**src/rtl/z_rca_mult_ctrl_pkg.sv**
```systemverilog
`timescale 1ns/1ps
`default_nettype none
// ============================================================================
//  Module   : z_rca_mult_ctrl_pkg
//  Brief    : Shared definitions for the shift-and-add multiplier controller:
//             state encodings, default operand width, counter width helper.
//  Revision : 1.0  initial release
// ============================================================================
package z_rca_mult_ctrl_pkg;

    // Default operand width of the multiplier.
    localparam int C_DEFAULT_N = 4;

    // Controller states. 2'b11 is unused and recovers to IDLE.
    typedef enum logic [1:0] {
        S_IDLE = 2'b00,
        S_RUN  = 2'b01,
        S_DONE = 2'b10
    } state_t;

    // Width of an iteration counter able to hold values 0..n.
    function automatic int cnt_width(input int n);
        return $clog2(n + 1);
    endfunction

endpackage : z_rca_mult_ctrl_pkg
`default_nettype wire

```
**src/rtl/z_n_rca.sv**
```systemverilog
`timescale 1ns/1ps
`default_nettype none
// ============================================================================
//  Module   : z_n_rca
//  Brief    : N-bit ripple-carry adder built from a chain of full adders.
//             Purely combinational.
//  Revision : 1.0  initial release
// ============================================================================
module z_n_rca #(
    parameter int N = 4
) (
    input  logic [N-1:0] a,
    input  logic [N-1:0] b,
    input  logic         c_in,
    output logic [N-1:0] sum,
    output logic         c_out
);

    // carry[i] is the carry into bit i; carry[N] leaves the adder.
    logic [N:0] carry;

    assign carry[0] = c_in;

    // One full adder per bit, carry rippling from LSB to MSB.
    for (genvar i = 0; i < N; i++) begin : g_bit
        assign sum[i]     = a[i] ^ b[i] ^ carry[i];
        assign carry[i+1] = (a[i] & b[i]) | (carry[i] & (a[i] ^ b[i]));
    end

    assign c_out = carry[N];

endmodule : z_n_rca
`default_nettype wire

```
**src/rtl/z_rca_mult_ctrl.sv**
```systemverilog
`timescale 1ns/1ps
`default_nettype none
// ============================================================================
//  Module   : z_rca_mult_ctrl
//  Brief    : Sequential shift-and-add unsigned multiplier. Sequences one
//             shared z_n_rca over N iterations and presents the 2N-bit
//             product {A,Q} with a one-cycle done strobe.
//  Revision : 1.0  initial release
// ============================================================================
module z_rca_mult_ctrl
    import z_rca_mult_ctrl_pkg::*;
#(
    parameter int N = C_DEFAULT_N
) (
    input  logic           clk,
    input  logic           rst,
    input  logic           start,
    input  logic [N-1:0]   a,
    input  logic [N-1:0]   b,
    output logic           busy,
    output logic           done,
    output logic [2*N-1:0] product
);

    localparam int            CW     = cnt_width(N);
    localparam logic [CW-1:0] C_LAST = CW'(N - 1);

    state_t        state;
    state_t        state_nxt;
    logic          load;
    logic          shift;

    logic [N-1:0]  m;        // multiplicand
    logic [N-1:0]  q;        // multiplier, low half of the product
    logic [N-1:0]  acc;      // accumulator, high half of the product
    logic [CW-1:0] count;    // completed iterations

    logic [N-1:0]  addend;
    logic [N-1:0]  sum;
    logic          c_out;

    // Shared adder: the controller only steers its operands.
    z_n_rca #(
        .N (N)
    ) u_rca (
        .a     (acc),
        .b     (addend),
        .c_in  (1'b0),
        .sum   (sum),
        .c_out (c_out)
    );

    // Add the multiplicand only when the current multiplier LSB is set.
    always_comb begin
        addend = '0;
        if (q[0]) begin
            addend = m;
        end
    end

    // State register.
    always_ff @(posedge clk) begin
        if (rst) begin
            state <= S_IDLE;
        end else begin
            state <= state_nxt;
        end
    end

    // Next-state logic and datapath enables. Start is honoured only in IDLE
    // and DONE; a start seen in DONE reloads without passing through IDLE.
    always_comb begin
        state_nxt = state;
        load      = 1'b0;
        shift     = 1'b0;
        case (state)
            S_IDLE: begin
                if (start) begin
                    load      = 1'b1;
                    state_nxt = S_RUN;
                end
            end
            S_RUN: begin
                shift = 1'b1;
                if (count == C_LAST) begin
                    state_nxt = S_DONE;
                end
            end
            S_DONE: begin
                if (start) begin
                    load      = 1'b1;
                    state_nxt = S_RUN;
                end else begin
                    state_nxt = S_IDLE;
                end
            end
            default: begin
                state_nxt = S_IDLE;
            end
        endcase
    end

    // Operand capture and shift-right of {c_out, sum, Q}. The adder carry
    // lands directly in the accumulator MSB, so no separate carry flop is
    // needed to keep it.
    always_ff @(posedge clk) begin
        if (rst) begin
            m     <= '0;
            q     <= '0;
            acc   <= '0;
            count <= '0;
        end else if (load) begin
            m     <= a;
            q     <= b;
            acc   <= '0;
            count <= '0;
        end else if (shift) begin
            acc   <= {c_out, sum[N-1:1]};
            q     <= {sum[0], q[N-1:1]};
            count <= count + CW'(1);
        end
    end

    assign busy    = (state != S_IDLE);
    assign done    = (state == S_DONE);
    assign product = {acc, q};

endmodule : z_rca_mult_ctrl
`default_nettype wire

```
**config.mk**
```make
export PLATFORM = sky130hd
export DESIGN_NAME = z_rca_mult_ctrl
export DESIGN_NICKNAME = d
export VERILOG_FILES = /design/src/rtl/z_rca_mult_ctrl_pkg.sv /design/src/rtl/z_n_rca.sv /design/src/rtl/z_rca_mult_ctrl.sv
export SDC_FILE = /design/constraint.sdc
export NUM_CORES = 1
export LEC_CHECK = 0
export CAP_MARGIN = 15
export CORE_ASPECT_RATIO = 1.2
export CORE_UTILIZATION = 38
export DETAILED_ROUTE_END_ITERATION = 10
export PLACE_DENSITY = 0.63
export SLEW_MARGIN = 20
export SYNTH_ARGS = -nofsm -noshare
export SYNTH_HDL_FRONTEND = slang
export SYNTH_SLANG_ARGS = --single-unit
```
**constraint.sdc**
```tcl
create_clock -name clk -period 2.7 [get_ports clk]
set_input_delay 0.54 -clock clk [delete_from_list [all_inputs] [get_ports clk]]
set_output_delay 0.54 -clock clk [all_outputs]
set_load 0.1 [all_outputs]
```
Yosys cells after proc, flatten, opt, wreduce, memory -nomap -nowiden
Index checks and enable logic that the tools add are counted.
{"block": "word_totals", "regBits": 17, "inputBits": 11, "output_inout_bits": 10, "wordCells": 44}
{"block": "classes", "add_sub_neg": 1, "n_eq_ne": 5, "n_mux": 10, "bitwise_logic": 17, "reduce_logical": 6}
{"cell": "$mux 4", "count": 3}
{"cell": "$and 1x1->1", "count": 7}
{"cell": "$xor 1x1->1", "count": 7}
{"cell": "$pmux 2 s3", "count": 1}
{"cell": "$mux 1", "count": 4}
{"cell": "$mux 2", "count": 2}
{"cell": "$ne 2x2->1 const B", "count": 2}
{"cell": "$reduce_bool 2->1", "count": 2}
{"cell": "$reduce_or 2->1", "count": 2}
{"cell": "$add 3x1->3 const B", "count": 1}
{"cell": "$eq 3x2->1 const B", "count": 1}
{"cell": "$or 1x1->1", "count": 3}
{"cell": "$eq 2x1->1 const B", "count": 1}
{"cell": "$eq 2x2->1 const B", "count": 1}
{"cell": "$logic_not 2->1", "count": 1}
{"cell": "$reduce_and 2->1", "count": 1}

Depth between registers and ports, before layout
{"block": "logic_depth", "depth_word": 8, "mapped_depth": 9}

Modules after synthesis
Synthesis repeated with hierarchy kept, for this count alone.
{"block": "hier_totals", "hier_cells": 97, "hier_area_um2": 899.6}
{"module": "z_rca_mult_ctrl", "n_inst": 1, "cells_per_inst": 83, "area_each_um2": 782.0}
{"module": "z_n_rca", "n_inst": 1, "cells_per_inst": 14, "area_each_um2": 117.6}

Worst setup path after synthesis
No wires, ideal clock.
{"block": "synth_timing", "path_kind": "reg-to-reg", "startpoint": "register q[0]", "endpoint": "register acc[2]", "setup_ns": 0.080, "arrival_time_ns": 2.610, "t_required_ns": 2.620, "setup_slack_ns": 0.010, "path_stages_with_launch": 10, "period_less_slack_ns": 2.690, "cell_sequence": "dfxtp_1 and2_1 ha_1 inv_1 fa_1 inv_1 fa_1 inv_1 fa_1 a211oi_2"}
{"block": "synth_via", "elab_chain_len": 7}
{"element": "start, declared", "line_no": "z_rca_mult_ctrl.sv:34", "rtl": "logic [N-1:0] q;"}
{"element": "start signal, assigned", "line_no": "z_rca_mult_ctrl.sv:119", "rtl": "q <= {sum[0], q[N-1:1]};"}
{"element": "$mux 4 *", "line_no": "z_rca_mult_ctrl.sv:56", "rtl": "if (q[0]) begin"}
{"element": "$and 1x1->1 or $xor 1x1->1 (tied branches)", "line_no": "z_n_rca.sv:27", "rtl": "assign carry[i+1] = (a[i] & b[i]) | (carry[i] & (a[i] ^ b[i]));"}
{"element": "$and 1x1->1", "line_no": "z_n_rca.sv:27"}
{"element": "$or 1x1->1", "line_no": "z_n_rca.sv:27"}
{"element": "$and 1x1->1", "line_no": "z_n_rca.sv:27"}
{"element": "$or 1x1->1", "line_no": "z_n_rca.sv:27"}
{"element": "$xor 1x1->1 *", "line_no": "z_n_rca.sv:26", "rtl": "assign sum[i] = a[i] ^ b[i] ^ carry[i];"}
{"element": "end signal, assigned", "line_no": "z_rca_mult_ctrl.sv:118", "rtl": "acc <= {c_out, sum[N-1:1]};"}
{"element": "end, declared", "line_no": "z_rca_mult_ctrl.sv:35", "rtl": "logic [N-1:0] acc;"}
Mark *: on every way between the ends. The rest lies on a longest branch, timed or not.
A chain may end at the register's enable or synchronous reset.

Worst setup path after layout
Ends and elaborated chain as after synthesis.

==> summary.md <==
| Metric | Value |
|---|---|
| Status | finished, final reports clean |
| Core ar. | 0.00214 sq mm |
| Initial detailed-routing violation count | 4 |
| Largest family of logic cells by synthesized area | simple AND/OR/NAND/NOR gates |
| Final Max Tran Viols | 0 |
| WL final | 1.67 mm |
| Most frequent cells after synthesis | 17 x dfxtp_1, 12 x nand2_1, 8 x nor3_2 |
| Routability cong. | 0.734 |
| Post-Synth Simple-Gate Area | 0.279 |
| Pre-CTS WS | between 0.6 and 0.7 ns |
| Top sig layer | met4 |
| Most frequent cell after synthesis | dfxtp_1 |
| Die width | 46.2 microns |
| Power share of the combinational group | 0.305 |
| Area delta synth->final | 21.3% |
| Tightest Pin Transition | roughly 0.53 ns |
| Clock Pin Slew Worst Setup and Hold Paths | 0.10 ns |
| Top cell type's share of synthesized area | 0.381 |
| First-pass detailed-route iteration total | 4 |
| Die Height | 55.1 microns |
| Static Leak | 0.430 nW |
| Remaining antenna violation count | 0 |
| Async SR Flop Fraction | 0 |
| Startpoint types | flop |
| Final Critical Period | 2.08 ns |
| Clock share of power | 0.227 |
| PwrDens | 554 mW/mm^2 |
| Full die area | 0.00255 sq mm |
| Global-route wire length before repair | ~2.8 mm |
| Synth Area in Adders | 0.109 |
| Clk sinks | 17 |
| Max frequency | 481 MHz |
| CP Capture Type | flop |
| Largest net degree at the start of global routing | 16 |
| Area contributors post-synth | dfxtp_1 38%, nor3_2 9.0%, fa_1 6.7%, a211oi_2 5.6%, nand2_1 5.0% |
| Post-synth EDFFs | 0 |
| Worst skew pair latency | roughly 0.29 ns |
| Mux cell area share after synthesis | 0 |
| Postcts setup bufs | 0 |
| Slew margin rel. | 0.646 |
| Net Switching | 219 uW |
| Post-layout util | 0.506 |
| Synthesis-stage register bit count | 17 |
| Crit-path slowest cell | fa_1 |
| CTS buffer count | 3 |
| Met2 wire len | between 800 and 900 microns |
| Post-DP Area | 0.00106 sq mm |
| Multi-input combinational cell area | 473 sq um |
| Setup TNS | 0 ns |
| Mapped Area | 892 sq um |
| Seq. cell area | 340 sq um |
| Max-Cap Viols | 0 |
| Cell variety after synth | 26 |
| IO Port Bufs | 20 |
| RSZ-0062 raised after global routing | false |
| Synth Warn # | 0 |
| Via density | roughly 4.7 |
| Vias in the first global route | 639 |
| Maximum VDD drop | 0.000262 V |
| CP required | about 2.9 ns |
| Grt ovf | 0 |
| Sequential fraction of the synthesis area | 0.381 |
| WL per Instance | 12.1 microns |
| CP Class | reg -> reg |
| Initial antenna violation count | 0 |
| Num ports | 21 |
| Internal | 380 uW |
| Final WS setup | 0.621 ns |
| Met1 Wirelength | 779 microns |
| GRT Total Usage | 0.162 |
| CTS Buffer Depth | 2 |
| Remaining DRCs | 0 |
| Initial Utilization | 0.417 |
| Final instance area | 0.00108 sq mm |
| Syn_nets | 106 |
| Slowest stage delay, CP | between 0.4 and 0.5 ns |
| DR vias | 643 |
| Synth Area in XOR/XNOR | 0.00982 |
| Hold-fix buffers at CTS | 0 |
| Worst Clk Skew | ~0.0071 ns |
| Primary FF master, synth | dfxtp_1 |
| Fraction of layout cells with a size suffix above 1 | 0.315 |
| Crit-path leading delay family | adder cells |
| Final Non-Filler Cells | 138 |
| Mean Syn Cell Area | 10.0 sq um |
| Period utilization | 0.770 |
| Post-cts resize count | 0 |
| Layout fillers | 214 |
| Hold WC Path Type | reg -> reg |
| Sw Share | 0.365 |
| Worst EP arrival | about 2.3 ns |
| Final setup fails | 0 |
| Final hold vios | 0 |
| CTS H-Tree Depth | 1 |
| Standard-cell rows | 18 |
| Diodes inserted | 0 |
| Nets | 126 |
| Buf/Inv on CP | 3 |
| Syn Inst Count | 89 |
| CTS tree | built |
| Post-DP HPWL | approximately 1.2 mm |
| Sequential power share | 0.468 |
| CP Cell Sequence | and2_1 -> ha_1 -> inv_1 -> fa_1 -> inv_1 -> fa_1 -> inv_1 -> fa_1 -> a211oi_2 |
| Routed wl met3 | roughly 50 microns |
| CTS root buf | clkbuf_4 |
| Max FO, Critical Path | 6 |
| Compound-Gate Fraction of Synth Area | 0.132 |
| Placed Cells | 134 |
| Synth area leader | dfxtp_1 |
## state kept, by name (all words and copies together), names as in the netlist
signal	flops
count	3
m	4
q	4
acc	4
state	2
## kinds of logic after synthesis
group                    after synthesis
flip-flops                            17
XOR/XNOR                               1
buffers and inverters                 12
AO/OA/AOI/OAI                         15
adder cells (fa/ha/maj)                6
AND/OR/NAND/NOR                       38
## stage by stage
step	total power, mW	hold WS (ns)
2_1_floorplan	0.436	0.432
5_1_grt	0.634	0.486
4_1_cts	0.609	0.461
3_3_place_gp	0.469	0.445
6_report	0.599	0.458
3_5_place_dp	0.470	0.446
## power groups by stage
| stage | clock, mW | combinational [mW] | sequential (mW) |
|---|---|---|---|
| floorplan | 0 | 0.0877 | 0.349 |
| global placement | 0 | 0.183 | 0.286 |
| detailed placement | 0 | 0.184 | 0.286 |
| CTS | 0.144 | 0.184 | 0.281 |
| global route | 0.155 | 0.196 | 0.283 |
| finish | 0.136 | 0.183 | 0.281 |
## routing by layer
| layer | track usage | vias to the layer above |
|---|---|---|
| met5 | 0 | - |
| met4 | 0.0882 | 0 |
| met3 | 0.0292 | 2 |
| met2 | 0.263 | 12 |
| met1 | 0.200 | 300 |
| li1 | - | 329 |
## path summary, 6_finish.rpt
path	startpoint	to	slack, ns	cells past startpoint
worst max-delay path	q[0]$_SDFFE_PP0P_	acc[2]$_SDFFE_PP0N_	0.62	9
worst max register to register	q[0]$_SDFFE_PP0P_	acc[2]$_SDFFE_PP0N_	0.62	9
worst min-delay path	m[2]$_SDFFE_PP0P_	m[2]$_SDFFE_PP0P_	0.46	2
worst min register to register	m[2]$_SDFFE_PP0P_	m[2]$_SDFFE_PP0P_	0.46	2
## worst min-delay path, stage by stage (launching register included)
cell and delay (ns):
dfxtp_1 0.32, nand2_1 0.05, a21oi_1 0.05
## final cells by class
type / count / area share
well taps: 30 / 0.0347
repair buffers: 21 / 0.169
flip-flops and latches: 17 / 0.314
inverters: 6 / 0.0208
multi-input cells: 60 / 0.437
clock buffers: 4 / 0.0243
## placed cells by master, fill, tap and decap left out
cell type and n:
buf_4 11, nand2_4 2, nand2b_1 2, nor2b_4 1, nor2b_1 2, a211oi_2 4
inv_1 6, a21oi_2 2, clkdlybuf4s50_1 10, nand2_1 12, or2_2 1, fa_1 3
and2_1 2, nor2_1 5, a21oi_1 4, and2b_2 1, o21ai_0 1, clkbuf_1 1
nor3_2 8, xnor2_1 1, ha_1 3, nand2b_2 1, nor3b_1 1, clkbuf_4 3
dfxtp_1 17, o22ai_1 4
(Power assumes the default switching activity.)
